--- src/rtl/soc_pkg.sv ---
// rtl/soc_pkg.sv - shared types and constants for the data-memory arbiter
package soc_pkg;

  localparam int DMEM_DW = 32;

  typedef enum logic [0:0] {
    S_CORE,
    S_DBG_BURST
  } arb_state_t;

  typedef enum logic [1:0] {
    NONE,
    CORE,
    DBG
  } rd_owner_t;

endpackage

--- src/rtl/dmem_arbiter_if.sv ---
// rtl/dmem_arbiter_if.sv - core, debug and dmem signal bundle for dmem_arbiter
interface dmem_arbiter_if #(
  parameter int AW = 10
);
  import soc_pkg::*;

  logic               core_req;
  logic               core_we;
  logic [AW-1:0]      core_addr;
  logic [DMEM_DW-1:0] core_wdata;
  logic [3:0]         core_wmask;
  logic               core_gnt;
  logic               core_rvalid;
  logic [DMEM_DW-1:0] core_rdata;
  logic               core_stall;

  logic               dbg_req;
  logic               dbg_we;
  logic [AW-1:0]      dbg_addr;
  logic [DMEM_DW-1:0] dbg_wdata;
  logic [3:0]         dbg_wmask;
  logic               dbg_last;
  logic               dbg_gnt;
  logic               dbg_rvalid;
  logic [DMEM_DW-1:0] dbg_rdata;

  logic               mem_en;
  logic               mem_we;
  logic [AW-1:0]      mem_addr;
  logic [DMEM_DW-1:0] mem_wdata;
  logic [3:0]         mem_wmask;
  logic [DMEM_DW-1:0] mem_rdata;

  // Arbiter side
  modport slave (
    input  core_req, core_we, core_addr, core_wdata, core_wmask,
    output core_gnt, core_rvalid, core_rdata, core_stall,
    input  dbg_req, dbg_we, dbg_addr, dbg_wdata, dbg_wmask, dbg_last,
    output dbg_gnt, dbg_rvalid, dbg_rdata,
    output mem_en, mem_we, mem_addr, mem_wdata, mem_wmask,
    input  mem_rdata
  );

  // Requester / memory side
  modport master (
    output core_req, core_we, core_addr, core_wdata, core_wmask,
    input  core_gnt, core_rvalid, core_rdata, core_stall,
    output dbg_req, dbg_we, dbg_addr, dbg_wdata, dbg_wmask, dbg_last,
    input  dbg_gnt, dbg_rvalid, dbg_rdata,
    input  mem_en, mem_we, mem_addr, mem_wdata, mem_wmask,
    output mem_rdata
  );

endinterface

--- src/rtl/dmem_arbiter.sv ---
// rtl/dmem_arbiter.sv - core/debug arbiter for single-port dmem; DMEM_ARB_STATS_EN adds grant/conflict counters
module dmem_arbiter
  import soc_pkg::*;
#(
  parameter int AW           = 10,
  parameter int STARVE_LIMIT = 4,
  parameter int MAX_BURST    = 8
) (
  input  logic          clk,
  input  logic          reset,
  dmem_arbiter_if.slave bus
`ifdef DMEM_ARB_STATS_EN
  ,
  output logic [31:0]   core_grant_cnt,
  output logic [31:0]   dbg_grant_cnt,
  output logic [31:0]   conflict_cnt
`endif
);

  localparam int SW = $clog2(STARVE_LIMIT + 1);
  localparam int BW = $clog2(MAX_BURST + 1);
  localparam logic [SW-1:0] STARVE_MAX = SW'(STARVE_LIMIT);
  localparam logic [BW-1:0] BEAT_MAX   = BW'(MAX_BURST);

  arb_state_t         state, state_nxt;
  rd_owner_t          rd_owner, rd_owner_nxt;
  logic [SW-1:0]      starve_cnt, starve_nxt;
  logic [BW-1:0]      beat_cnt, beat_nxt;
  logic               core_gnt, dbg_gnt;
  logic [AW-1:0]      mem_addr_c;
  logic [DMEM_DW-1:0] core_rdata_q, dbg_rdata_q;

  // Grant selection, burst/starvation bookkeeping; nothing is granted while reset is asserted
  always_comb begin
    core_gnt     = 1'b0;
    dbg_gnt      = 1'b0;
    state_nxt    = state;
    starve_nxt   = starve_cnt;
    beat_nxt     = beat_cnt;
    rd_owner_nxt = NONE;
    if (reset) begin
      case (state)
        S_CORE: begin
          if (bus.dbg_req && (!bus.core_req || starve_cnt == STARVE_MAX)) dbg_gnt = 1'b1;
          else core_gnt = bus.core_req;
        end
        default: begin
          // Core only breaks into a burst at the beat cap or once dbg stops asking
          if (bus.core_req && (beat_cnt == BEAT_MAX || !bus.dbg_req)) core_gnt = 1'b1;
          else dbg_gnt = bus.dbg_req;
        end
      endcase

      if (dbg_gnt) begin
        if (bus.dbg_last) begin
          state_nxt = S_CORE;
          beat_nxt  = '0;
        end else begin
          state_nxt = S_DBG_BURST;
          beat_nxt  = (beat_cnt == BEAT_MAX) ? beat_cnt : beat_cnt + 1'b1;
        end
      end else if (state == S_DBG_BURST) begin
        state_nxt = S_CORE;
        beat_nxt  = '0;
      end

      if (dbg_gnt || !bus.dbg_req) starve_nxt = '0;
      else if (core_gnt && starve_cnt != STARVE_MAX) starve_nxt = starve_cnt + 1'b1;

      if (core_gnt && !bus.core_we) rd_owner_nxt = CORE;
      else if (dbg_gnt && !bus.dbg_we) rd_owner_nxt = DBG;
    end
  end

  // Memory port mux: driven from whichever requester holds the grant, zero otherwise
  always_comb begin
    bus.mem_we    = 1'b0;
    mem_addr_c    = '0;
    bus.mem_wdata = '0;
    bus.mem_wmask = '0;
    if (core_gnt) begin
      bus.mem_we    = bus.core_we;
      mem_addr_c    = bus.core_addr;
      bus.mem_wdata = bus.core_wdata;
      bus.mem_wmask = bus.core_wmask;
    end else if (dbg_gnt) begin
      bus.mem_we    = bus.dbg_we;
      mem_addr_c    = bus.dbg_addr;
      bus.mem_wdata = bus.dbg_wdata;
      bus.mem_wmask = bus.dbg_wmask;
    end
  end

  assign bus.mem_addr    = mem_addr_c;
  assign bus.mem_en      = core_gnt | dbg_gnt;
  assign bus.core_gnt    = core_gnt;
  assign bus.dbg_gnt     = dbg_gnt;
  assign bus.core_stall  = reset & bus.core_req & ~core_gnt;
  assign bus.core_rvalid = (rd_owner == CORE);
  assign bus.dbg_rvalid  = (rd_owner == DBG);
  assign bus.core_rdata  = (rd_owner == CORE) ? bus.mem_rdata : core_rdata_q;
  assign bus.dbg_rdata   = (rd_owner == DBG)  ? bus.mem_rdata : dbg_rdata_q;

  // State, counters, read owner and held read data
  always_ff @(posedge clk or negedge reset) begin
    if (!reset) begin
      state        <= S_CORE;
      starve_cnt   <= '0;
      beat_cnt     <= '0;
      rd_owner     <= NONE;
      core_rdata_q <= '0;
      dbg_rdata_q  <= '0;
    end else begin
      state      <= state_nxt;
      starve_cnt <= starve_nxt;
      beat_cnt   <= beat_nxt;
      rd_owner   <= rd_owner_nxt;
      if (rd_owner == CORE) core_rdata_q <= bus.mem_rdata;
      if (rd_owner == DBG)  dbg_rdata_q  <= bus.mem_rdata;
    end
  end

`ifdef DMEM_ARB_STATS_EN
  // Free-running wrap-around grant and conflict counters
  always_ff @(posedge clk or negedge reset) begin
    if (!reset) begin
      core_grant_cnt <= '0;
      dbg_grant_cnt  <= '0;
      conflict_cnt   <= '0;
    end else begin
      if (core_gnt) core_grant_cnt <= core_grant_cnt + 32'd1;
      if (dbg_gnt)  dbg_grant_cnt  <= dbg_grant_cnt + 32'd1;
      if (bus.core_req && bus.dbg_req) conflict_cnt <= conflict_cnt + 32'd1;
    end
  end
`endif

endmodule

--- src/flat_wrapper.sv ---
// flat-port wrapper written by rule: the top's interface ports become plain ports
module dmem_arbiter_flat import soc_pkg::*;
#(
  parameter int AW           = 10,
  parameter int STARVE_LIMIT = 4,
  parameter int MAX_BURST    = 8
)
  (clk, reset, bus_core_req, bus_core_we, bus_core_addr, bus_core_wdata, bus_core_wmask, bus_core_gnt, bus_core_rvalid, bus_core_rdata, bus_core_stall, bus_dbg_req, bus_dbg_we, bus_dbg_addr, bus_dbg_wdata, bus_dbg_wmask, bus_dbg_last, bus_dbg_gnt, bus_dbg_rvalid, bus_dbg_rdata, bus_mem_en, bus_mem_we, bus_mem_addr, bus_mem_wdata, bus_mem_wmask, bus_mem_rdata);
  dmem_arbiter_if #(.AW(AW)) bus_i ();
  input  logic clk;
  input  logic reset;
  input wire logic [$bits(bus_i.core_req)-1:0] bus_core_req;
  input wire logic [$bits(bus_i.core_we)-1:0] bus_core_we;
  input wire logic [$bits(bus_i.core_addr)-1:0] bus_core_addr;
  input wire logic [$bits(bus_i.core_wdata)-1:0] bus_core_wdata;
  input wire logic [$bits(bus_i.core_wmask)-1:0] bus_core_wmask;
  output wire logic [$bits(bus_i.core_gnt)-1:0] bus_core_gnt;
  output wire logic [$bits(bus_i.core_rvalid)-1:0] bus_core_rvalid;
  output wire logic [$bits(bus_i.core_rdata)-1:0] bus_core_rdata;
  output wire logic [$bits(bus_i.core_stall)-1:0] bus_core_stall;
  input wire logic [$bits(bus_i.dbg_req)-1:0] bus_dbg_req;
  input wire logic [$bits(bus_i.dbg_we)-1:0] bus_dbg_we;
  input wire logic [$bits(bus_i.dbg_addr)-1:0] bus_dbg_addr;
  input wire logic [$bits(bus_i.dbg_wdata)-1:0] bus_dbg_wdata;
  input wire logic [$bits(bus_i.dbg_wmask)-1:0] bus_dbg_wmask;
  input wire logic [$bits(bus_i.dbg_last)-1:0] bus_dbg_last;
  output wire logic [$bits(bus_i.dbg_gnt)-1:0] bus_dbg_gnt;
  output wire logic [$bits(bus_i.dbg_rvalid)-1:0] bus_dbg_rvalid;
  output wire logic [$bits(bus_i.dbg_rdata)-1:0] bus_dbg_rdata;
  output wire logic [$bits(bus_i.mem_en)-1:0] bus_mem_en;
  output wire logic [$bits(bus_i.mem_we)-1:0] bus_mem_we;
  output wire logic [$bits(bus_i.mem_addr)-1:0] bus_mem_addr;
  output wire logic [$bits(bus_i.mem_wdata)-1:0] bus_mem_wdata;
  output wire logic [$bits(bus_i.mem_wmask)-1:0] bus_mem_wmask;
  input wire logic [$bits(bus_i.mem_rdata)-1:0] bus_mem_rdata;
  assign bus_i.core_req = bus_core_req;
  assign bus_i.core_we = bus_core_we;
  assign bus_i.core_addr = bus_core_addr;
  assign bus_i.core_wdata = bus_core_wdata;
  assign bus_i.core_wmask = bus_core_wmask;
  assign bus_core_gnt = bus_i.core_gnt;
  assign bus_core_rvalid = bus_i.core_rvalid;
  assign bus_core_rdata = bus_i.core_rdata;
  assign bus_core_stall = bus_i.core_stall;
  assign bus_i.dbg_req = bus_dbg_req;
  assign bus_i.dbg_we = bus_dbg_we;
  assign bus_i.dbg_addr = bus_dbg_addr;
  assign bus_i.dbg_wdata = bus_dbg_wdata;
  assign bus_i.dbg_wmask = bus_dbg_wmask;
  assign bus_i.dbg_last = bus_dbg_last;
  assign bus_dbg_gnt = bus_i.dbg_gnt;
  assign bus_dbg_rvalid = bus_i.dbg_rvalid;
  assign bus_dbg_rdata = bus_i.dbg_rdata;
  assign bus_mem_en = bus_i.mem_en;
  assign bus_mem_we = bus_i.mem_we;
  assign bus_mem_addr = bus_i.mem_addr;
  assign bus_mem_wdata = bus_i.mem_wdata;
  assign bus_mem_wmask = bus_i.mem_wmask;
  assign bus_i.mem_rdata = bus_mem_rdata;
  dmem_arbiter #(.AW(AW), .STARVE_LIMIT(STARVE_LIMIT), .MAX_BURST(MAX_BURST)) u_core (.clk(clk), .reset(reset), .bus(bus_i));
endmodule
--- config.mk ---
export PLATFORM = sky130hd
export DESIGN_NAME = dmem_arbiter_flat
export DESIGN_NICKNAME = d
export VERILOG_FILES = /design/src/rtl/soc_pkg.sv /design/src/rtl/dmem_arbiter_if.sv /design/src/rtl/dmem_arbiter.sv /design/src/flat_wrapper.sv
export SDC_FILE = /design/constraint.sdc
export NUM_CORES = 1
export LEC_CHECK = 0
export CAP_MARGIN = 25
export CORE_MARGIN = 2
export CORE_UTILIZATION = 32
export DETAILED_ROUTE_END_ITERATION = 10
export PLACE_DENSITY = 0.78
export SKIP_LAST_GASP = 1
export SLEW_MARGIN = 10
export SYNTH_ARGS = -nofsm -noshare
export SYNTH_HDL_FRONTEND = slang
export SYNTH_SLANG_ARGS = --single-unit
--- constraint.sdc ---
create_clock -name clk -period 2.1 [get_ports clk]
set_clock_uncertainty 0.05 [all_clocks]
set_input_delay 0.63 -clock clk [delete_from_list [all_inputs] [get_ports clk]]
set_output_delay 0.63 -clock clk [all_outputs]
set_load 0.03 [all_outputs]
### Yosys cells after proc, flatten, opt, wreduce, memory -nomap -nowiden

Cells that the tools add are included.

* add/sub/neg operators: 2
* eq/ne operators: 6
* muxes and demuxes: 31
* bitwise gates (word level): 4
* reduce and logical (&&, ||, !) cells: 16

Operators by type and width (count)
* 2-to-1 mux 32 bit: 4
* 2-to-1 mux 4 bit: 6
* 2-to-1 mux 10 bit: 2
* 2-to-1 mux 1 bit: 14
* 2-to-1 mux 2 bit: 3
* 2-to-1 mux 3 bit: 2
* != test 3 bit (second input constant): 2
* logical AND 1 bit: 5
* adder 4 x 1 -> 4 bit (second input constant): 1
* equality test 4 bit (second input constant): 1
* logical NOT 1 bit: 4
* nonzero test 2 bit: 2
* adder 3 x 1 -> 3 bit (second input constant): 1
* equality test 3 bit (second input constant): 1
* logical OR 1 bit: 3
* AND reduction 3 bit: 1
* AND 1 bit: 2
* equality test 2 x 1 -> 1 bit (second input constant): 1
* equality test 2 bit (second input constant): 1
* AND reduction 2 bit: 1
* inverter 1 bit: 1
* OR 1 bit: 1

* register bits after elaboration: 74
* output and inout bits: 117

### Logic depth before layout (Yosys ltp)

Gate-level depths: netlist of run 1.

* depth after elaboration: 10
* depth in mapped cells: 9
* depth with buffers taken out: 7

### Worst setup path before layout of run 1

OpenSTA, ideal clock, no wires.

* path type: register -> output
* from: register u_core.beat_cnt[0]
* to: output port bus_mem_addr[0]
* arrival: 1.778 ns
* data required time: 1.420 ns
* slack: -0.358 ns
* cell stages (with the launch flop): 9
* cell sequence: dfrtp_1 inv_1 ha_1 and3b_1 o21ai_4 nor2_4 nor2_4 buf_2 a22o_1

* cells in the longest elaborated chain, start to end: 9
* elaborated cells between the ends (all ways): 13
* those cells by class: 1 x eq/ne; 10 x mux; 2 x reduce/logical

RTL lines
* from (decl): RTL line dmem_arbiter.sv:28 `logic [BW-1:0] beat_cnt, beat_nxt;`
* from (signal assigned): RTL line dmem_arbiter.sv:116 `beat_cnt <= beat_nxt;`
* equality test 4 bit: RTL line dmem_arbiter.sv:49 `if (bus.core_req && (beat_cnt == BEAT_MAX || !bus.dbg_req)) core_gnt = 1'b1;`
* logical OR 1 bit: RTL line dmem_arbiter.sv:49
* logical AND 1 bit: RTL line dmem_arbiter.sv:49
* 2-to-1 mux 1 bit: RTL line dmem_arbiter.sv:49
* 2-to-1 mux 1 bit: RTL line dmem_arbiter.sv:42 `case (state)`
* 2-to-1 mux 1 bit (2 in a row): RTL line dmem_arbiter.sv:41 `if (reset) begin`
* named net bus_dbg_gnt: RTL line flat_wrapper.sv:27 `output wire logic [$bits(bus_i.dbg_gnt)-1:0] bus_dbg_gnt;`
* 2-to-1 mux 10 bit: RTL line dmem_arbiter.sv:86 `end else if (dbg_gnt) begin`
* 2-to-1 mux 10 bit: RTL line dmem_arbiter.sv:81 `if (core_gnt) begin`
* to (decl): RTL line flat_wrapper.sv:32 `output wire logic [$bits(bus_i.mem_addr)-1:0] bus_mem_addr;`

The timed path passes the listed nets, and every way through them passes these cells. The select of a mux whose other input is x is not followed.

### Final worst setup path of run 1

* from: register u_core.beat_cnt[0]
* to: output port bus_mem_wdata[0]

* cells in the longest elaborated chain, start to end: 9
* elaborated cells between the ends (all ways): 13
* those cells by class: 1 x eq/ne; 10 x mux; 2 x reduce/logical

RTL lines
* equality test 4 bit (*): RTL line dmem_arbiter.sv:49
* logical OR 1 bit (*): RTL line dmem_arbiter.sv:49
* logical AND 1 bit (*): RTL line dmem_arbiter.sv:49
* 2-to-1 mux 1 bit: RTL line dmem_arbiter.sv:49
* 2-to-1 mux 1 bit: RTL line dmem_arbiter.sv:42
* 2-to-1 mux 1 bit (2 in a row): RTL line dmem_arbiter.sv:41
* 2-to-1 mux 32 bit: RTL line dmem_arbiter.sv:86
* 2-to-1 mux 32 bit (*): RTL line dmem_arbiter.sv:81
* to (decl): RTL line flat_wrapper.sv:33 `output wire logic [$bits(bus_i.mem_wdata)-1:0] bus_mem_wdata;`

Every way passes the cells marked *; elsewhere a longest branch is shown, timed or not. The select of a mux whose other input is x is not followed.

==> results of run 1 <==
[synthesized netlist by cell type]
cell type,number
and3_1,1
and2_1,1
nor2_4,2
ha_1,4
nand3b_1,1
buf_2,14
o211a_1,1
dfrtp_1,74
a22o_1,47
clkbuf_1,3
o211ai_1,3
nor3_1,1
or2_2,1
nand4_1,1
o32ai_1,1
mux2_2,64
and3b_1,1
nand3_1,3
nor2_1,1
buf_6,2
a21oi_1,2
o21ai_4,1
a21boi_0,1
a21oi_2,1
nor2b_1,3
nand2_1,9
nand2b_1,3
inv_1,8
o2bb2ai_1,2
o21ai_0,7
[registers in the layout, indices dropped and copies added (netlist names)]
name / count
u_core.core_rdata_q: 32
u_core.dbg_rdata_q: 32
u_core.state: 1
u_core.rd_owner: 2
u_core.beat_cnt: 4
u_core.starve_cnt: 3
[what timing repair did]
item | in CTS | in global routing
pin swaps | 3 | 2
cloned | 7 | 2
buffers inserted | 27 | 19
endpoints found under the setup margin | 115 | 117
endpoints found under the hold margin | 0 | 0
gates resized for setup | 135 | 57
[worst max path at each step]
stage	startpoint	to
detailed placement	bus_core_req	bus_mem_wdata[16]
finish	u_core.beat_cnt[0]	bus_mem_wdata[0]
global route	u_core.beat_cnt[0]	bus_mem_wdata[5]
global placement	bus_core_req	bus_mem_wdata[17]
CTS	u_core.beat_cnt[0]	bus_mem_wdata[16]
floorplan	u_core.beat_cnt[0]	bus_mem_wdata[24]
[power breakdown]
| part | internal [µW] | leakage, µW | total, µW | switching (µW) |
|---|---|---|---|---|
| clock network | 613 | 0.0000986 | 1140 | 525 |
| logic | 1680 | 0.00269 | 3160 | 1490 |
| registers | 1730 | 0.000893 | 1830 | 103 |
[logic make-up (layout without fill, tap and decap cells)]
kind of cell | after synthesis | after routing | share of synthesized area
compound gates | 66 | 66 | 0.158
fa+ha+maj | 4 | 4 | 0.0145
flops | 74 | 74 | 0.535
simple gates | 28 | 28 | 0.0459
mux | 64 | 64 | 0.208
buf+inv | 27 | 349 | 0.0387
[through the flow]
step	TNS (ns)	total power, µW
global placement	-34.09	4220
detailed placement	-36.61	4280
global route	-60.48	6380
finish	-51.94	6140
floorplan	-7.41	3180
CTS	-52.97	5970
[layer usage]
layer  global-route usage  vias up  part of all wire
met5                    0        -                 0
met4               0.0769        0             0.023
met3               0.0820       20             0.073
met2                0.435      154              0.54
met1                0.250     1716              0.37
li1                     -     1610                 -
[worst max-delay path: stages, from the launching register on]
cell	delay [ns]
dfrtp_1	0.36
inv_2	0.06
ha_4	0.15
and3b_2	0.22
o21ai_4	0.25
nor2_4	0.06
nor2_4	0.13
buf_12	0.14
clkbuf_16	0.16
a22o_2	0.15
buf_6	0.13
[area by class of cell]
cell class / count / area (µm²)
Sequential cell: 74 / 1850
Multi-Input combinational cell: 162 / 1990
Clock inverter: 4 / 50.0
Tap cell: 136 / 170
Clock buffer: 12 / 155
Fill cell: 671 / 2630
Timing Repair Buffer: 325 / 3540
Inverter: 8 / 30.0
==> reports/summary.json, run 1 <==
{
  "result_of_the_run": {"value": "finished, violations left"},
  "violations": {"value": "negative setup slack"},
  "worst_slack": {"value": -0.736, "unit": "ns"},
  "grt_resource_usage_total": {"value": 0.236},
  "worstSetupPathType": {"value": "reg2out"},
  "report.final.setup_viol": {"value": 116},
  "p_per_area": {"value": 788, "unit": "mW/mm²"},
  "worst_r2r_endpoint": {"value": "u_core.beat_cnt[2]"},
  "final_max_slew_viol_count": {"value": 0},
  "post_drt_wl_per_cell": {"value": 20.4, "unit": "µm"},
  "coreArea": {"value": 0.0104, "unit": "mm²"},
  "dp_slack": {"value": -0.641, "unit": "ns"},
  "clkTransAtPathRegs": {"value": 0.08, "unit": "ns"},
  "synth.area.top_cells": {"value": "dfrtp_1 53%, mux2_2 21%, a22o_1 12%"},
  "rel_slew_slack": {"value": 0.386},
  "design.final.nets": {"value": 715},
  "dieHeight": {"value": 108, "unit": "µm"},
  "timing.fmax": {"value": 353, "unit": "MHz"},
  "grt_antenna_before_repair": {"value": 0},
  "drt-total-wl": {"value": 14.7, "unit": "mm"},
  "synth_sequential_area_ratio": {"value": 0.535},
  "timing.max_cap.violations": {"value": 0},
  "first_pass_grt_wire_length": {"value": 20.7, "unit": "mm"},
  "dieWidth": {"value": 108, "unit": "µm"},
  "htreeDepth": {"value": 3},
  "clk_latency": {"value": 0.34, "unit": "ns"},
  "post_synthesis_cell_area": {"value": 0.00346, "unit": "mm²"},
  "reg2reg_depth": {"value": 9},
  "final_layout_size_suffix_gt1_frac": {"value": 0.573},
  "dr.pass1.iters": {"value": 4},
  "cts_root_buf": {"value": "clkbuf_8"},
  "most_used_cells_in_the_layout_excluding_fill_and_tap_cells": {"value": "128 x clkdlybuf4s50_1, 109 x buf_6, 74 x dfrtp_1, 64 x mux2_4, 59 x buf_4"},
  "vdd.ir_drop.worst": {"value": 459, "unit": "µV"},
  "synth-seq-cells": {"value": 74},
  "cp.arrival": {"value": 2.16, "unit": "ns"},
  "numPlacedInstances": {"value": 657},
  "floorplan.die_area": {"value": 0.0117, "unit": "mm²"},
  "leading_cell_type_in_the_layout_fill_and_taps_excluded": {"value": "clkdlybuf4s50_1"},
  "drt_drc_violations_left": {"value": 0},
  "grt_max_degree": {"value": 73},
  "timing.reg2reg.setup_slack": {"value": 0.21, "unit": "ns"},
  "timing.critical_path.from_type": {"value": "flop"},
  "post-route-util": {"value": 0.747},
  "syn_area_per_cell": {"value": 13.2, "unit": "µm²"},
  "worst_hold_path_type": {"value": "in2async"},
  "leakage": {"value": 0.00369, "unit": "µW"},
  "fin_crit_sh": {"value": 1.35},
  "tritoncts.num_buffers": {"value": 9},
  "holdWs": {"value": 0.163, "unit": "ns"},
  "synth.distinct_cells": {"value": 30},
  "synth_largest_area_cell": {"value": "dfrtp_1"},
  "via_count_of_the_first_global_routing_pass": {"value": 3777},
  "rsz0062_at_grt": {"value": "true"},
  "global_route.overflow_total": {"value": 0},
  "areaGrowthSynthToFinish": {"value": 125, "unit": "%"},
  "io_pins": {"value": 248},
  "yosysTopAreaCellShare": {"value": 0.535},
  "min_period": {"value": 2.84, "unit": "ns"},
  "detail_route.iter0.violations": {"value": 124},
  "worst_r2r_start": {"value": "u_core.beat_cnt[0]"},
  "antenna_cells_inserted": {"value": 0},
  "syn-num-nets": {"value": 398},
  "endpoint_kind": {"value": "primary output"},
  "synth-warning-count": {"value": 0},
  "crit_required": {"value": 1.42, "unit": "ns"},
  "vias_per_cell": {"value": 4.85},
  "sinks_on_the_clock_net": {"value": 74},
  "io_buffers": {"value": 247},
  "drt.antenna.violating_nets": {"value": 0},
  "final-instance-count-excl-fill": {"value": 721},
  "clockBufferDepth": {"value": 2},
  "timing.final.hold_violations": {"value": 0},
  "place.detailed.hpwl": {"value": 9.52, "unit": "mm"},
  "place_congestion": {"value": 0.822},
  "synthCells": {"value": 263},
  "initial_core_util": {"value": 0.332},
  "crit_path_max_fanout": {"value": 11},
  "core_rows": {"value": 37},
  "design_area": {"value": 0.00778, "unit": "mm²"},
  "tightest_pin_transition": {"value": 0.921, "unit": "ns"},
  "dpl_cell_area": {"value": 0.00635, "unit": "mm²"},
  "via_count": {"value": 3500},
  "tritoncts": {"value": "done"},
  "cts-hold-fix-buffers": {"value": 0}
}
(Power assumes the default switching activity.)
==> inputs of run 2 (changes only) <==
--- a/config.mk
+++ b/config.mk
@@ -6,7 +6,6 @@
 export NUM_CORES = 1
 export LEC_CHECK = 0
 export CAP_MARGIN = 25
-export CORE_MARGIN = 2
 export CORE_UTILIZATION = 32
 export DETAILED_ROUTE_END_ITERATION = 10
 export PLACE_DENSITY = 0.78
==> run 2 against run 1 <==
The flow still finishes with violations (negative setup slack). Sequential power hardly changed. Die area is 3.7% lower. Clock power hardly changed. Highest routed layer is now met5. Non-clock buffer count is 5 lower. Fmax is 1.0% lower.
==> reports/summary.json, run 2 (synthesis gave the netlist of run 1 again) <==
{
  "result_of_the_run": {"value": "finished, violations left"},
  "violations": {"value": "negative setup slack"},
  "via_count_of_the_first_global_routing_pass": {"value": 3879, "change": "+2.7%"},
  "tritoncts": {"value": "done"},
  "global_route.overflow_total": {"value": 0, "change": "unchanged"},
  "vias_per_cell": {"value": 4.95, "change": "+2.1%"},
  "crit_required": {"value": 1.42, "unit": "ns", "change": "about the same"},
  "floorplan.die_area": {"value": 0.0112, "unit": "mm²", "change": "-3.7%"},
  "timing.max_cap.violations": {"value": 0, "change": "unchanged"},
  "io_pins": {"value": 248, "change": "unchanged"},
  "place_congestion": {"value": 0.824, "change": "+0.15%"},
  "grt_max_degree": {"value": 66, "change": "-9.6%"},
  "antenna_cells_inserted": {"value": 0, "change": "unchanged"},
  "worstSetupPathType": {"value": "reg2out"},
  "most_used_cells_in_the_layout_excluding_fill_and_tap_cells": {"value": "129 x clkdlybuf4s50_1, 76 x buf_4, 75 x buf_6, 74 x dfrtp_1, 64 x mux2_4"},
  "htreeDepth": {"value": 3, "change": "unchanged"},
  "num-fill-cells": {"value": 654, "change": "-2.5%"},
  "min_period": {"value": 2.87, "unit": "ns", "change": "+0.0301 ns"},
  "multi_input_comb_area": {"value": 0.00203, "unit": "mm²", "change": "+2.0%"},
  "design.final.nets": {"value": 710, "change": "-0.70%"},
  "startpoint": {"value": "u_core.beat_cnt[1]"},
  "timing.fmax": {"value": 349, "unit": "MHz", "change": "-1.0%"},
  "final_layout_size_suffix_gt1_frac": {"value": 0.571, "change": "-0.00196"},
  "worst_slack": {"value": -0.766, "unit": "ns", "change": "-0.0301 ns"},
  "fin_crit_sh": {"value": 1.36, "change": "+0.0143"},
  "rsz0062_at_grt": {"value": "true"},
  "grt_resource_usage_total": {"value": 0.247, "change": "+0.0117"},
  "dieWidth": {"value": 106, "unit": "µm", "change": "-1.9%"},
  "rel_slew_slack": {"value": 0.442, "change": "+0.0558"},
  "coreArea": {"value": 0.0104, "unit": "mm²", "change": "unchanged"},
  "detail_route.iter0.violations": {"value": 127, "change": "+2.4%"},
  "tightest_pin_transition": {"value": 0.838, "unit": "ns", "change": "-0.0837 ns"},
  "place.detailed.hpwl": {"value": 9.53, "unit": "mm", "change": "about the same"},
  "areaGrowthSynthToFinish": {"value": 125, "unit": "%", "change": "about the same"},
  "worst_hold_path_type": {"value": "in2async"},
  "design_area": {"value": 0.00779, "unit": "mm²", "change": "about the same"},
  "timing.final.hold_violations": {"value": 0, "change": "unchanged"},
  "drt.antenna.violating_nets": {"value": 0, "change": "unchanged"},
  "via_count": {"value": 3547, "change": "+1.3%"},
  "endpoint_kind": {"value": "primary output"},
  "cp.arrival": {"value": 2.19, "unit": "ns", "change": "+0.03 ns"},
  "first_pass_grt_wire_length": {"value": 20.7, "unit": "mm", "change": "about the same"},
  "dr.pass1.iters": {"value": 4, "change": "unchanged"},
  "drt-total-wl": {"value": 14.7, "unit": "mm", "change": "-0.26%"},
  "leading_cell_type_in_the_layout_fill_and_taps_excluded": {"value": "clkdlybuf4s50_1"},
  "clockBufferDepth": {"value": 2, "change": "unchanged"},
  "reg.largest.list": {"value": "u_core.core_rdata_q x32, u_core.dbg_rdata_q x32, u_core.beat_cnt x4"},
  "ff_latch_area": {"value": 0.00185, "unit": "mm²", "change": "unchanged"},
  "timing.critical_path.from_type": {"value": "flop"},
  "dieHeight": {"value": 106, "unit": "µm", "change": "-1.9%"},
  "dp_slack": {"value": -0.648, "unit": "ns", "change": "-0.00737 ns"},
  "core_rows": {"value": 37, "change": "unchanged"},
  "drt_drc_violations_left": {"value": 0, "change": "unchanged"},
  "tritoncts.num_buffers": {"value": 9, "change": "unchanged"},
  "post_drt_wl_per_cell": {"value": 20.5, "unit": "µm", "change": "+0.44%"},
  "crit_path_max_fanout": {"value": 16, "change": "+5"},
  "sinks_on_the_clock_net": {"value": 74, "change": "unchanged"},
  "cts_root_buf": {"value": "clkbuf_8"},
  "final_max_slew_viol_count": {"value": 0, "change": "unchanged"},
  "clk_latency": {"value": 0.35, "unit": "ns", "change": "about the same"},
  "dpl_cell_area": {"value": 0.00649, "unit": "mm²", "change": "+2.2%"},
  "cts-hold-fix-buffers": {"value": 0, "change": "unchanged"},
  "grt_antenna_before_repair": {"value": 1, "change": "+1"},
  "clkTransAtPathRegs": {"value": 0.08, "unit": "ns", "change": "about the same"},
  "worst_r2r_start": {"value": "u_core.beat_cnt[1]"},
  "leakage": {"value": 0.00368, "unit": "µW", "change": "about the same"},
  "vdd.ir_drop.worst": {"value": 505, "unit": "µV", "change": "+10%"},
  "report.final.setup_viol": {"value": 117, "change": "+0.86%"},
  "p_per_area": {"value": 789, "unit": "mW/mm²", "change": "about the same"},
  "io_buffers": {"value": 247, "change": "unchanged"},
  "initial_core_util": {"value": 0.332, "change": "unchanged"}
}
## run 2: changes by cell type in the layout (fill, tap and decap cells not counted), sizes merged
cell           change
buf                -6
clkbuf             -1
clkdlybuf4s50      +1
clkinv             +2
clkinvlp           -1
dlymetal6s2s       -1
inv                +1
## run 2: worst max-delay path, stage by stage (launching register included)
cell       delay, ns
dfrtp_1         0.38
inv_2           0.06
ha_4            0.15
and3b_2         0.23
o21ai_4         0.23
a21oi_4         0.15
clkbuf_16       0.22
a22o_4          0.26
buf_4           0.16
## run 2: metal layers
layer	global-route usage	vias to the layer above	routed length, µm
li1	-	1598	-
met1	0.271	1772	5590
met2	0.470	150	7960
met3	0.0515	25	825
met4	0.0823	2	292
met5	0	-	17
## run 2: worst paths after layout
kind | endpoint | slack, ns | depth (start not counted)
min | u_core.core_rdata_q[6] | 0.18 | 2
min in group clk | u_core.core_rdata_q[23] | 0.45 | 1
max in group asynchronous | u_core.dbg_rdata_q[25] | 0.78 | 3
max | bus_mem_wdata[14] | -0.77 | 8
min reg2reg | u_core.core_rdata_q[23] | 0.45 | 1
max reg2reg | u_core.beat_cnt[2] | 0.30 | 8
## run 2: cell type report
type | count | area share
Multi-Input combinational cell | 162 | 0.261
Timing Repair Buffer | 320 | 0.451
Sequential cell | 74 | 0.238
Clock buffer | 10 | 0.0164
Tap cell | 136 | 0.0218
Clock inverter | 6 | 0.00835
Inverter | 8 | 0.00385
## run 2: where the power goes
group	leakage (µW)	internal [µW]	total [µW]	switching (µW)
registers	0.000893	1730	1840	107
clock network	0.0000966	552	1110	561
logic	0.00269	1690	3190	1500
total	0.00368	3970	6140	2170
## run 2: per-stage QoR
step / util / hold slack [ns] / instances / power [µW] / setup TNS [ns]
2_1_floorplan: - / 0.284 / 263 / 3180 / -7.41
3_3_place_gp: 0.623 / 0.429 / 659 / 4320 / -34.77
3_5_place_dp: 0.623 / 0.434 / 659 / 4380 / -37.06
4_1_cts: 0.728 / 0.162 / 708 / 6030 / -59.22
5_1_grt: 0.748 / 0.167 / 716 / 6370 / -64.79
6_report: 0.748 / 0.180 / 716 / 6140 / -57.56
## run 2: timing repair
| action | in CTS | in global routing |
|---|---|---|
| pin swaps | 1 | 6 |
| gates resized for setup | 128 | 47 |
| buffers inserted | 25 | 11 |
| endpoints found under the setup margin | 115 | 117 |
| cloned | 8 | 4 |
==> inputs of run 3 (changes only) <==
--- a/config.mk
+++ b/config.mk
@@ -8,6 +8,7 @@
 export CAP_MARGIN = 25
 export CORE_UTILIZATION = 32
 export DETAILED_ROUTE_END_ITERATION = 10
+export GPL_TIMING_DRIVEN = 0
 export PLACE_DENSITY = 0.78
 export SKIP_LAST_GASP = 1
 export SLEW_MARGIN = 10
==> run 3 against run 2 <==
The flow still finishes with violations (negative setup slack). Hold slack lost 0.14 ns. Setup slack lost 0.026 ns. Wire length shrank 4.7%. Global-route usage shrank 2.8 points.
==> reports/summary.json, run 3 (synthesis gave the netlist of run 1 again) <==
{
  "design.final.nets": {"value": 721, "change": "+1.5%"},
  "worst_slack": {"value": -0.792, "unit": "ns", "change": "-0.0258 ns"},
  "most_used_cells_in_the_layout_excluding_fill_and_tap_cells": {"value": "126 x clkdlybuf4s50_1, 76 x buf_6, 74 x dfrtp_1, 59 x buf_4, 37 x mux2_2"},
  "grt_max_degree": {"value": 31, "change": "-53%"},
  "via_count": {"value": 3480, "change": "-1.9%"},
  "min_period": {"value": 2.89, "unit": "ns", "change": "+0.0258 ns"},
  "tritoncts": {"value": "done"},
  "path_depth": {"value": 9, "change": "+1"},
  "vdd.ir_drop.worst": {"value": 511, "unit": "µV", "change": "+1.2%"},
  "worst_hold_path_type": {"value": "in2async"},
  "drt.antenna.violating_nets": {"value": 0, "change": "unchanged"},
  "dieHeight": {"value": 106, "unit": "µm", "change": "unchanged"},
  "grt_antenna_before_repair": {"value": 0, "change": "-1"},
  "grt_resource_usage_total": {"value": 0.219, "change": "-0.0278"},
  "vias_per_cell": {"value": 4.79, "change": "-3.4%"},
  "timing.critical_path.from_type": {"value": "flop"},
  "design_area": {"value": 0.00766, "unit": "mm²", "change": "-1.7%"},
  "htreeDepth": {"value": 3, "change": "unchanged"},
  "global_route.overflow_total": {"value": 0, "change": "unchanged"},
  "io_buffers": {"value": 247, "change": "unchanged"},
  "worstSetupPathType": {"value": "reg2out"},
  "crit_path_max_fanout": {"value": 9, "change": "-7"},
  "via_count_of_the_first_global_routing_pass": {"value": 3458, "change": "-11%"},
  "crit_required": {"value": 1.42, "unit": "ns", "change": "about the same"},
  "rel_slew_slack": {"value": 0.769, "change": "+0.327"},
  "clk_latency": {"value": 0.34, "unit": "ns", "change": "about the same"},
  "final_layout_size_suffix_gt1_frac": {"value": 0.574, "change": "+0.00291"},
  "timing.fmax": {"value": 346, "unit": "MHz", "change": "-0.89%"},
  "coreArea": {"value": 0.0104, "unit": "mm²", "change": "unchanged"},
  "report.final.setup_viol": {"value": 117, "change": "unchanged"},
  "first_pass_grt_wire_length": {"value": 18.8, "unit": "mm", "change": "-9.4%"},
  "place.detailed.hpwl": {"value": 9.47, "unit": "mm", "change": "-0.60%"},
  "leakage": {"value": 0.00360, "unit": "µW", "change": "-2.2%"},
  "detail_route.iter0.violations": {"value": 67, "change": "-47%"},
  "fin_crit_sh": {"value": 1.38, "change": "+0.0123"},
  "initial_core_util": {"value": 0.332, "change": "unchanged"},
  "tritoncts.num_buffers": {"value": 9, "change": "unchanged"},
  "io_pins": {"value": 248, "change": "unchanged"},
  "dpl_cell_area": {"value": 0.00638, "unit": "mm²", "change": "-1.7%"},
  "result_of_the_run": {"value": "finished, violations left"},
  "critical-path-top-delay-family": {"value": "compound AO/OA/AOI/OAI gates"},
  "crit_buf_inv": {"value": 4, "change": "+1"},
  "timing.critical_path.mode_cell": {"value": "buf_12"},
  "timing.max_cap.violations": {"value": 0, "change": "unchanged"},
  "path_cells": {"value": "inv_2 -> ha_2 -> and3b_2 -> o21ai_4 -> a21oi_4 -> buf_12 -> buf_12 -> a22o_2 -> buf_6"},
  "dr.pass1.iters": {"value": 4, "change": "unchanged"},
  "cts_root_buf": {"value": "clkbuf_8"},
  "place_congestion": {"value": 0.824, "change": "+0.11%"},
  "clockBufferDepth": {"value": 2, "change": "unchanged"},
  "cp.arrival": {"value": 2.21, "unit": "ns", "change": "+0.02 ns"},
  "tightest_pin_transition": {"value": 0.346, "unit": "ns", "change": "-0.492 ns"},
  "core_rows": {"value": 37, "change": "unchanged"},
  "floorplan.die_area": {"value": 0.0112, "unit": "mm²", "change": "unchanged"},
  "worst_path_max_delay_cell": {"value": "dfrtp_1"},
  "antenna_cells_inserted": {"value": 0, "change": "unchanged"},
  "post_drt_wl_per_cell": {"value": 19.3, "unit": "µm", "change": "-6.1%"},
  "sinks_on_the_clock_net": {"value": 74, "change": "unchanged"},
  "endpoint_kind": {"value": "primary output"},
  "rsz0062_at_grt": {"value": "true"},
  "reg.largest.list": {"value": "u_core.core_rdata_q x32, u_core.dbg_rdata_q x32, u_core.beat_cnt x4"},
  "final_max_slew_viol_count": {"value": 0, "change": "unchanged"},
  "p_per_area": {"value": 766, "unit": "mW/mm²", "change": "-2.8%"},
  "timing.final.hold_violations": {"value": 0, "change": "unchanged"},
  "critical-path-max-stage-delay": {"value": 0.39, "unit": "ns", "change": "about the same"},
  "numPlacedInstances": {"value": 647, "change": "-1.8%"},
  "drt_drc_violations_left": {"value": 0, "change": "unchanged"},
  "drt-total-wl": {"value": 14.0, "unit": "mm", "change": "-4.7%"},
  "dieWidth": {"value": 106, "unit": "µm", "change": "unchanged"},
  "final-instance-count-excl-fill": {"value": 727, "change": "+1.5%"},
  "leading_cell_type_in_the_layout_fill_and_taps_excluded": {"value": "clkdlybuf4s50_1"},
  "reg2reg_depth": {"value": 8, "change": "unchanged"},
  "violations": {"value": "negative setup slack"},
  "areaGrowthSynthToFinish": {"value": 121, "unit": "%"},
  "clkTransAtPathRegs": {"value": 0.09, "unit": "ns", "change": "about the same"}
}
[run 3: final timing paths]
check | start | to | slack [ns]
min reg2reg | u_core.core_rdata_q[26] | u_core.core_rdata_q[26] | 0.45
min in group clk | u_core.core_rdata_q[26] | u_core.core_rdata_q[26] | 0.45
max reg2reg | u_core.beat_cnt[0] | u_core.beat_cnt[2] | 0.28
max | u_core.beat_cnt[0] | bus_mem_wdata[31] | -0.79
max in group asynchronous | reset | u_core.dbg_rdata_q[16] | 1.50
min | reset | u_core.dbg_rdata_q[28] | 0.04
[run 3: routing by layer]
| layer | vias to the layer above | part of all wire | global-route usage |
|---|---|---|---|
| met3 | 23 | 0.051 | 0.0552 |
| met1 | 1689 | 0.37 | 0.247 |
| li1 | 1626 | - | - |
| met5 | - | 0 | 0 |
| met2 | 142 | 0.55 | 0.406 |
| met4 | 0 | 0.027 | 0.0635 |
[run 3: metrics by stage]
step	setup WS (ns)	util	setup TNS, ns	total power (µW)	hold WS, ns
after global placement	-4.16	0.610	-424.80	4260	0.428
after floorplan	-0.179	-	-7.41	3180	0.284
after global routing	-0.866	0.735	-68.75	6110	0.0253
after detailed placement	-1.75	0.613	-123.82	4320	0.433
final	-0.792	0.735	-60.33	5870	0.0425
after CTS	-0.767	0.645	-80.66	5560	0.0496
[run 3: final cells by class]
type | count | area, µm²
timing repair buffer | 313 | 3250
fill | 697 | 2760
multi-input combinational | 162 | 1860
sequential | 74 | 1850
buffer | 18 | 264
tap | 136 | 170
clock buffer | 10 | 138
clock inverter | 6 | 97.6
inverter | 8 | 30.0
[run 3: what timing repair did]
item | 4_1_cts | 5_1_grt
setup endpoints to repair | 117 | 117
hold buffers | 0 | 0
cloned | 2 | 12
pin swaps | 4 | 3
resized for setup | 353 | 434
buffers inserted | 11 | 47
[run 3: report_power, final]
part	internal (µW)	switching (µW)	leakage (µW)	total, µW
registers	1730	94.4	0.000893	1820
logic	1340	1410	0.00259	2750
clock network	719	575	0.000119	1290
total	3790	2080	0.00360	5870
